File: src/rtl/captura_jogada.sv
// captura_jogada: debounces the player switch bus and presents each stable non-zero pattern once
// as a latched play with a valid/ack handshake; a full release to zero re-arms the capture.
module captura_jogada #(
  parameter int DEBOUNCE_CICLOS = 4,
  parameter int CONT_LARGURA = 8
) (
  input  logic                    clock,
  input  logic                    reset,
  input  logic [5:0]              chaves,
  input  logic                    habilita,
  input  logic                    ack,
  output logic                    jogada_valida,
  output logic [5:0]              jogada,
  output logic [CONT_LARGURA-1:0] contador_jogadas,
  output logic [3:0]              db_estado
);
  localparam int CW = $clog2(DEBOUNCE_CICLOS + 1);
  localparam logic [CW-1:0] CNT_MAX = CW'(DEBOUNCE_CICLOS - 1);
  typedef enum logic [3:0] {ESPERA = 4'd0, FILTRA = 4'd1, PENDENTE = 4'd2, SOLTURA = 4'd3} estado_t;
  estado_t                 estado_q;
  logic [5:0]              amostra_q;
  logic [5:0]              jogada_q;
  logic [CW-1:0]           cnt_q;
  logic [CONT_LARGURA-1:0] contador_q;
  always_ff @(posedge clock) begin
    if (reset) begin
      estado_q   <= ESPERA;
      amostra_q  <= '0;
      jogada_q   <= '0;
      cnt_q      <= '0;
      contador_q <= '0;
    end else begin
      case (estado_q)
        ESPERA: if (habilita && chaves != 6'd0) begin
          amostra_q <= chaves;
          cnt_q     <= '0;
          estado_q  <= FILTRA;
        end
        FILTRA: if (chaves != amostra_q) begin
          cnt_q    <= '0;
          estado_q <= ESPERA;
        end else if (cnt_q == CNT_MAX) begin
          jogada_q   <= amostra_q;
          contador_q <= contador_q + 1'b1;
          cnt_q      <= '0;
          estado_q   <= PENDENTE;
        end else cnt_q <= cnt_q + 1'b1;
        PENDENTE: if (ack) begin
          cnt_q    <= '0;
          estado_q <= SOLTURA;
        end
        SOLTURA: if (chaves != 6'd0) cnt_q <= '0;
        else if (cnt_q == CNT_MAX) begin
          cnt_q    <= '0;
          estado_q <= ESPERA;
        end else cnt_q <= cnt_q + 1'b1;
        default: begin
          cnt_q    <= '0;
          estado_q <= ESPERA;
        end
      endcase
    end
  end
  assign jogada_valida    = (estado_q == PENDENTE);
  assign jogada           = jogada_q;
  assign contador_jogadas = contador_q;
  assign db_estado        = estado_q;
endmodule

File: config.mk
export PLATFORM = sky130hd
export DESIGN_NAME = captura_jogada
export DESIGN_NICKNAME = d
export VERILOG_FILES = /design/src/rtl/captura_jogada.sv
export SDC_FILE = /design/constraint.sdc
export NUM_CORES = 1
export LEC_CHECK = 0
export ABC_AREA = 1
export BUFFER_PORTS_ARGS = -buffer_cell sky130_fd_sc_hd__buf_2
export CAP_MARGIN = 30
export CORE_ASPECT_RATIO = 0.5
export CORE_MARGIN = 1.5
export CORE_UTILIZATION = 45
export DETAILED_ROUTE_END_ITERATION = 8
export GPL_TIMING_DRIVEN = 0
export PLACE_DENSITY = 0.65
export SLEW_MARGIN = 20
export SYNTH_ARGS = -nofsm -noshare
export SYNTH_HDL_FRONTEND = slang
export SYNTH_SLANG_ARGS = --single-unit
File: constraint.sdc
create_clock -name clock -period 3.26 [get_ports clock]
set_input_delay 0.326 -clock clock [delete_from_list [all_inputs] [get_ports clock]]
set_output_delay 0.326 -clock clock [all_outputs]
set_load 0.05 [all_outputs]
# [Yosys cells after proc, flatten, opt, wreduce, memory -nomap -nowiden]
# Index checks and enable logic that the tools add are counted.
[totals] regBits=27 word_cells=38
[op_classes] n_addsub=2 eq_ne=10 n_mux=13 bitwise=1 reduce_logical=7
[op_table] cell="4-bit two-way mux" count=6
[op_table] cell="4-bit case mux with 4 select lines" count=1
[op_table] cell="3-bit two-way mux" count=5
[op_table] cell="3-bit case mux with 4 select lines" count=1
[op_table] cell="8-bit by 1-bit adder with 8-bit output, second input constant" count=1
[op_table] cell="4-bit by 2-bit == test with 1-bit output, second input constant" count=2
[op_table] cell="2-bit != test, second input constant" count=4
[op_table] cell="6-bit != test" count=1
[op_table] cell="6-bit nonzero test" count=1
[op_table] cell="5-bit AND reduction" count=1
[op_table] cell="4-bit by 1-bit == test with 1-bit output, second input constant" count=1
[op_table] cell="4-bit zero test" count=1
[op_table] cell="2-bit AND reduction" count=2
[op_table] cell="3-bit by 1-bit adder with 3-bit output, second input constant" count=1
[op_table] cell="3-bit by 2-bit == test with 1-bit output, second input constant" count=1
[op_table] cell="3-bit != test, second input constant" count=1
[op_table] cell="3-bit AND reduction" count=1
[op_table] cell="1-bit logical AND" count=1
[op_table] cell="1-bit NOT" count=1

# [Logic depth before layout (Yosys ltp)]
# Gate-level depths: netlist of the first run.
[logic_depth] ltp_word=4 depth_mapped=11

# [Least setup slack after synthesis of the first run]
# Ideal clock, no wire load.
[synth_path] path_kind="reg2reg" from="reg estado_q[0] (netlist: db_estado[0])" to="reg contador_q[3] (netlist: contador_jogadas[3])" setup_time_ps=117 arrival_ps=1408 t_required_ps=3143 slack_ps=1735 stages_incl_launch_ff=8 n_path_buf=0 synth_period_minus_slack_ps=1525 cell_sequence="dfxtp_1 > nand2_1 > nor2_1 > nand3_1 > nor2_2 > nand2_2 > o21ai_0 > nor2_1"
[synth_between] elab_chain_len=2
[synth_lines] item="start: declaration" line_no="20" source="estado_t estado_q;"
[synth_lines] item="start signal: assignment" line_no="27" source="estado_q <= ESPERA;"
[synth_lines] item="start signal: assignment" line_no="37" source="estado_q <= FILTRA;"
[synth_lines] item="start signal: assignment" line_no="41" source="estado_q <= ESPERA;"
[synth_lines] item="4-bit by 1-bit == test with 1-bit output" line_no="33" source="case (estado_q)"
[synth_lines] item="3-bit AND reduction (no line)"
[synth_lines] item="end signal: assignment" line_no="44" source="contador_q <= contador_q + 1'b1;"
[synth_lines] item="end: declaration" line_no="24" source="logic [CONT_LARGURA-1:0] contador_q;"
# Every way passes these cells.
# A chain may end at the register's enable or synchronous reset.

# [Final worst setup path of the first run]
[layout_path] from="reg cnt_q[0]" to="reg contador_q[4] (netlist: contador_jogadas[4])"
[layout_between] elab_chain_len=2
[layout_lines] item="start: declaration" line_no="23" source="logic [CW-1:0] cnt_q;"
[layout_lines] item="start signal: assignment" line_no="47" source="end else cnt_q <= cnt_q + 1'b1;"
[layout_lines] item="start signal: assignment" line_no="56" source="end else cnt_q <= cnt_q + 1'b1;"
[layout_lines] item="3-bit by 2-bit == test with 1-bit output" line_no="42" source="end else if (cnt_q == CNT_MAX) begin"
[layout_lines] item="3-bit AND reduction (no line)"
# Every way passes these cells.

==> flow_metrics.py, run 1 <==
metrics = {
    "setup_path": {
        "crit_type": "flop to flop",
        "cp_data_required_time_ps": 3430,
        "r2r_start": "cnt_q[0]",
        "cp.arrival_ps": 1730,
        "cp_cell_sequence": "ha_1 -> nand2_1 -> clkinv_1 -> buf_4 -> a31oi_1 -> nor2_1",
        "cp-end-kind": "flop",
        "critPathMaxStageDelay_ps": 340,
        "slowest_stage": "dfxtp_1",
        "crit_path_start": "cnt_q[0]",
        "path_max_fanout": 10,
        "start_kind": "flop",
    },
    "layout": {
        "multi_input_area_um2": 763,
        "nets": 273,
        "n_fill_cell": 315,
        "layout_commonest_cell": "nand2_1",
        "stdcell_area_um2": 1680,
        "drive_gt1_share_pct": 17.7,
        "final_cell_count_no_fill": 300,
        "num_antenna_cells": 0,
        "final_cell_mix": "nand2_1, inv_1, buf_2",
        "seqCellArea_um2": 500,
        "syn2layout_area_growth_pct": 15.7,
    },
    "power_and_ir_drop": {
        "p_seq_share_pct": 43.6,
        "p_sw_share_pct": 39.5,
        "p_int_w": 0.000499,
        "combPwrFrac_pct": 33.6,
        "switchingPower_w": 0.000326,
        "p_leak_nw": 0.852,
        "powerDensity_nw_per_um2": 490,
        "pwr-share-clk_pct": 22.8,
        "vdd_ir_drop_max_v": 0.000365,
    },
    "synth": {
        "synth_warnings": 0,
        "synth_cells": 229,
        "synth_top_area_share_pct": 34.4,
        "netlist-cell-type-count": 26,
        "synth.area.top_cells": "dfxtp_1, nand2_1, inv_1, nand3_1, nor2_1",
        "yosysSeqAreaShare_pct": 34.4,
        "synth_area_um2": 1460,
        "yosysTopAreaCell": "dfxtp_1",
        "syn_avg_cell_area_um2": 6.35,
        "ys_ff_latch": 25,
    },
    "global_routing": {
        "grt_max_degree": 14,
        "first_global_vias": 1216,
        "overflow": 0,
        "grt_usage_pct": 20.3,
        "antenna_found_initial": 0,
        "grt_pass1_wl_mm": 5.58,
    },
    "timing": {
        "fin_crit_ps": 1550,
        "setup_viol": 0,
        "setup_tns_ps": 0,
        "rsz0062_at_grt": "no",
        "fin_skew_ps": 1.68,
        "timing.hold.ws_ps": 359,
        "finalHoldViolations": 0,
        "postLayoutSetupSlackWorst_ps": 1710,
        "slew_viol_final": 0,
        "fmax_mhz": 644,
        "fin_crit_sh_pct": 47.6,
    },
    "clock_network": {
        "path_clk_slew_ps": 90,
        "cts_buffer_depth": 2,
        "cts_resized": 0,
        "cts_tree": "built",
        "holdBufCountCts": 0,
        "cts-root-buf": "clkbuf_8",
        "cts.sinks": 25,
        "post-cts-setup-buffers": 0,
        "clk_latency_ps": 270,
        "htree_num_levels": 1,
        "cts_buffers": 3,
    },
    "drt": {
        "drt-vias-per-instance": 4.94,
        "routedWlPerCell_um": 11.4,
        "dr.pass1.iters": 4,
        "routed_wl_mm": 3.43,
        "drc": 0,
        "via_count": 1481,
        "drt-initial-drc-count": 119,
        "drtAntennaViolNets": 0,
    },
    "hold_path": {
        "hold_class": "input port to flop",
        "hp-start": "reset",
    },
    "die": {
        "fp.dieW_um": 83.4,
        "coreArea_um2": 3050,
        "dieHeight_um": 43.2,
        "start_util_pct": 47.7,
        "dieArea_um2": 3600,
        "row_count": 14,
        "io_pins": 29,
    },
    "flow_run": {
        "max_cap_violations": 0,
    },
    "placement": {
        "place_ws_ps": 1710,
        "place.gp.congestion": 0.858,
        "io_buffers": 26,
        "post_dp_cell_area_um2": 1640,
        "dp_hpwl_mm": 2.63,
        "dp_cells": 296,
    },
    "status": {
        "outcome": "finished, final reports clean",
    },
}
## sequential cells by signal, indices dropped and copies added, names as in the netlist
| signal | count |
|---|---|
| amostra_q | 6 |
| cnt_q | 3 |
| contador_jogadas | 8 |
| db_estado | 2 |
| jogada | 6 |
## power groups by stage
stage,logic (W),clock network [W],registers (W)
global route,0.000314,0.000211,0.000363
CTS,0.000278,0.000197,0.000359
finish,0.000278,0.000188,0.000360
detailed placement,0.000276,0,0.000366
global placement,0.000273,0,0.000366
floorplan,0.000189,0,0.000388
## worst max-delay path: cells and delay by family (launching register included)
| family | cells | cell delay (ps) |
|---|---|---|
| buf+inv | 2 | 550 |
| flops | 1 | 340 |
| fa+ha+maj | 1 | 220 |
| simple gates | 2 | 180 |
| compound gates | 1 | 170 |
## area by class of cell
class / instances / share of cell area (%)
buffer: 8 / 3.12
clock buffer: 4 / 2.67
inverter: 38 / 8.47
multi-input combinational: 159 / 45.3
sequential: 25 / 29.7
tap: 40 / 2.97
timing repair buffer: 26 / 7.73
## logic make-up (layout without fill, tap and decap cells)
kind of cell,count (synthesis),in the layout,synth area share [%]
compound gates,30,30,10.8
fa+ha+maj,2,2,1.72
other cells,1,2,0.258
simple gates,123,123,38.2
buf+inv,46,76,13.4
xor+xnor,2,2,1.20
flops,25,25,34.4
## Yosys cell counts, drive strengths merged
master  number
xnor2        1
nand3       22
clkinv       1
o21ai       11
buf          7
dfxtp       25
nor3         1
a31oi        2
a21oi       15
ha           2
conb         1
inv         37
nor2        30
and2         1
nand4       13
o21bai       2
nand2       56
clkbuf       1
xor2         1
## per-stage QoR
| step | util [%] | total power, W |
|---|---|---|
| final | 55.3 | 0.000826 |
| after global routing | 55.3 | 0.000887 |
| after CTS | 55.3 | 0.000834 |
| after detailed placement | 53.8 | 0.000643 |
| after global placement | 53.8 | 0.000639 |
| after floorplan | - | 0.000577 |
## path summary, 6_finish.rpt
kind	to	slack, ps	depth (start not counted)
max reg2reg	contador_jogadas[4]	1710	6
min	db_estado[0]	360	4
max	contador_jogadas[4]	1710	6
min reg2reg	jogada[4]	460	2
## routing by layer
metal | GRT usage [%] | share of wire (%) | routed length (um) | vias up
met5 | 0 | 0 | 0 | -
met4 | 4.92 | 0.32 | 11 | 0
met3 | 6.23 | 5.3 | 181 | 2
met2 | 29.6 | 42 | 1440 | 33
met1 | 29.2 | 52 | 1800 | 658
li1 | - | - | - | 788
Power figures use the tool's default switching activity.
==> run 2, diff against run 1 <==
Settings changed: ABC_AREA 1 to 0, PLACE_DENSITY 0.65 to 0.66.
Clock period 3.26 ns to 1.45 ns, I/O delays scaled along.
==> run 2 against run 1 <==
Against the previous run:
- the flow now finishes with violations (negative setup slack)
- register-to-register slack worse by 2100 ps
- combinational power is 19% lower
- maximum frequency is 16% lower
- highest routed layer unchanged
==> flow_metrics.py, run 2 <==
metrics = {
    "global_routing": {
        "first_global_vias": 1043,
        "overflow": 0,
        "grt_usage_pct": 21.0,
        "antenna_found_initial": 0,
        "grt_pass1_wl_mm": 5.01,
        "grt_max_degree": 14,
    },
    "clock_network": {
        "path_clk_slew_ps": 80,
        "cts.sinks": 25,
        "cts_tree": "built",
        "cts_buffers": 3,
        "cts_buffer_depth": 2,
        "htree_num_levels": 1,
        "holdBufCountCts": 0,
        "cts-root-buf": "clkbuf_8",
        "clk_latency_ps": 270,
    },
    "setup_path": {
        "path_max_fanout": 7,
        "r2r_cells": 6,
        "crit_type": "flop to flop",
        "cp.arrival_ps": 2060,
        "crit_path_start": "cnt_q[0]",
        "r2r_start": "cnt_q[0]",
        "r2r_end": "contador_jogadas[0]",
        "r2r_setup_slack_ps": -400,
        "cp-end-kind": "flop",
        "start_kind": "flop",
        "cp_data_required_time_ps": 1660,
    },
    "synth": {
        "synth_compound_area_share_pct": 13.2,
        "synth_top_area_share_pct": 38.8,
        "synth_cells": 145,
        "netlist-cell-type-count": 36,
        "synth_ff_type": "dfxtp_1",
        "synthAdderAreaFrac_pct": 1.94,
        "yosysSeqAreaShare_pct": 38.8,
        "synth_common_cells": "dfxtp_1, nor2_1, nand4_1",
        "synth-async-reset-ratio_pct": 0,
        "yosysTopAreaCell": "dfxtp_1",
        "synth_top_family_by_area": "simple AND/OR/NAND/NOR gates",
        "ys_ff_latch": 25,
        "synth_area_um2": 1290,
        "syn_avg_cell_area_um2": 8.90,
        "post-synth-top-count-cell": "dfxtp_1",
        "synth_edf_count": 0,
        "muxShareOfSynthArea_pct": 9.89,
        "synth.area.top_cells": "dfxtp_1, nand4_1, mux2i_1, nor2_1, mux2_1",
        "synth_warnings": 0,
        "synth-simple-area-share_pct": 26.4,
        "synthXorXnorAreaFrac_pct": 4.07,
    },
    "hold_path": {
        "hold_class": "input port to flop",
        "hp-start": "chaves[1]",
        "min_to": "amostra_q[1]",
        "hold_depth": 3,
    },
    "drt": {
        "drt-initial-drc-count": 43,
        "via_count": 1201,
        "routed_wl_mm": 3.11,
        "routedWlPerCell_um": 13.9,
        "drt-vias-per-instance": 5.39,
        "dr.pass1.iters": 4,
        "drtAntennaViolNets": 0,
        "drc": 0,
    },
    "timing": {
        "rsz0062_at_grt": "yes",
        "postLayoutSetupSlackWorst_ps": -395,
        "finalHoldViolations": 0,
        "setup_tns_ps": -5110,
        "fin_crit_sh_pct": 127,
        "setup_viol": 19,
        "fin_skew_ps": 4.86,
        "slew_viol_final": 0,
        "tightest_slew_ps": 623,
        "slew_headroom_pct": 58.1,
        "fin_crit_ps": 1850,
        "fmax_mhz": 542,
    },
    "die": {
        "fp.dieW_um": 78.7,
        "coreArea_um2": 2650,
        "dieHeight_um": 40.9,
        "start_util_pct": 48.7,
        "row_count": 13,
        "io_pins": 29,
        "dieArea_um2": 3220,
    },
    "power_and_ir_drop": {
        "vdd_ir_drop_max_v": 0.000599,
        "p_int_w": 0.000987,
        "p_sw_share_pct": 27.0,
        "pwr-share-clk_pct": 30.6,
        "p_leak_nw": 0.730,
        "switchingPower_w": 0.000364,
        "p_seq_share_pct": 52.7,
        "powerDensity_nw_per_um2": 751,
        "combPwrFrac_pct": 16.6,
    },
    "placement": {
        "place_ws_ps": -538,
        "io_buffers": 26,
        "dp_hpwl_mm": 2.12,
        "place.gp.congestion": 0.773,
    },
    "layout": {
        "syn2layout_area_growth_pct": 39.5,
        "final_cell_mix": "buf_2, dfxtp_1, nor2_1",
        "drive_gt1_share_pct": 40.9,
        "multi_input_area_um2": 875,
        "largest_reg_flops": 8,
        "num_antenna_cells": 0,
        "seqCellArea_um2": 513,
        "layout_commonest_cell": "buf_2",
        "n_fill_cell": 228,
        "nets": 199,
    },
    "status": {
        "outcome": "finished with violations",
        "violations": "negative setup slack",
    },
    "flow_run": {
        "max_cap_violations": 0,
    },
}
-- run 2: cell count changes in the layout (fill, tap and decap cells not counted), moves of 4 or more --
cell     before  now
nand2_1      54    0
inv_1        35    3
nand3_1      20    3
nor2_1       26   16
buf_4         3   12
o21ai_0      11    2
a21oi_1      15    9
dfxtp_1      25   19
mux2i_1       0    6
nor2b_1       0    5
o21ai_1       0    5
dfxtp_2       0    4
-- run 2: final cells by class --
cell class / count / share of cell area, %
buffer: 8 / 2.92
clock buffer: 4 / 2.50
inverter: 3 / 0.626
multi-input combinational: 107 / 48.6
sequential: 25 / 28.5
tap: 37 / 2.57
timing repair buffer: 39 / 14.3
-- run 2: logic make-up (layout without fill, tap and decap cells) --
group | Yosys count | after routing
and+or+nand+nor | 58 | 58
DFF | 25 | 25
muxes | 12 | 12
xor gates and xnor gates | 6 | 6
buffers and inverters | 14 | 54
adders and majority gates | 2 | 2
AOI/OAI and AO/OA | 27 | 27
other | 1 | 2
-- run 2: power groups by stage --
stage	Clock, W	Sequential [W]	Combinational (W)
after floorplan	0	0.000733	0.000120
after global placement	0	0.000727	0.000170
after detailed placement	0	0.000728	0.000173
after CTS	0.000423	0.000713	0.000209
after global routing	0.000449	0.000715	0.000241
final	0.000414	0.000712	0.000225
-- run 2: worst max-delay path by stage --
| stage | end | slack [ps] |
|---|---|---|
| final | contador_jogadas[0] | -400 |
| after global routing | contador_jogadas[0] | -470 |
| after CTS | contador_jogadas[0] | -370 |
| after detailed placement | contador_jogadas[6] | -540 |
| after global placement | contador_jogadas[7] | -510 |
| after floorplan | contador_jogadas[0] | -420 |
-- run 2: repair_timing --
action,4_1_cts,5_1_grt
buffers inserted,11,2
pin swaps,6,4
endpoints found under the hold margin,0,0
endpoints found under the setup margin,25,25
gates resized for setup,28,8
-- run 2: routing by layer --
| metal | vias to the layer above | GRT usage [%] | share of wire [%] |
|---|---|---|---|
| met5 | - | 0 | 0 |
| met3 | 4 | 4.89 | 4.4 |
| met2 | 22 | 36.4 | 45 |
| li1 | 610 | - | - |
| met4 | 0 | 4.02 | 0.74 |
| met1 | 565 | 27.9 | 50 |
-- run 2: worst max-delay path, cell delays in order, from the launching register on --
cell	delay, ps
dfxtp_2	370
ha_4	140
nand4bb_1	110
or4_4	530
buf_6	170
or3_1	320
a21oi_2	130
-- run 2: stage by stage --
| stage | power (W) | cell area (um2) | cells | hold slack, ps | utilization [%] |
|---|---|---|---|---|---|
| 2_1_floorplan | 0.000853 | 1350 | 146 | 292 | - |
| 3_3_place_gp | 0.000897 | 1520 | 209 | 432 | 57.4 |
| 3_5_place_dp | 0.000901 | 1520 | 209 | 434 | 57.4 |
| 4_1_cts | 0.00134 | 1780 | 223 | 150 | 67.0 |
| 5_1_grt | 0.00140 | 1800 | 223 | 180 | 67.9 |
| 6_report | 0.00135 | 1800 | 223 | 151 | 67.9 |
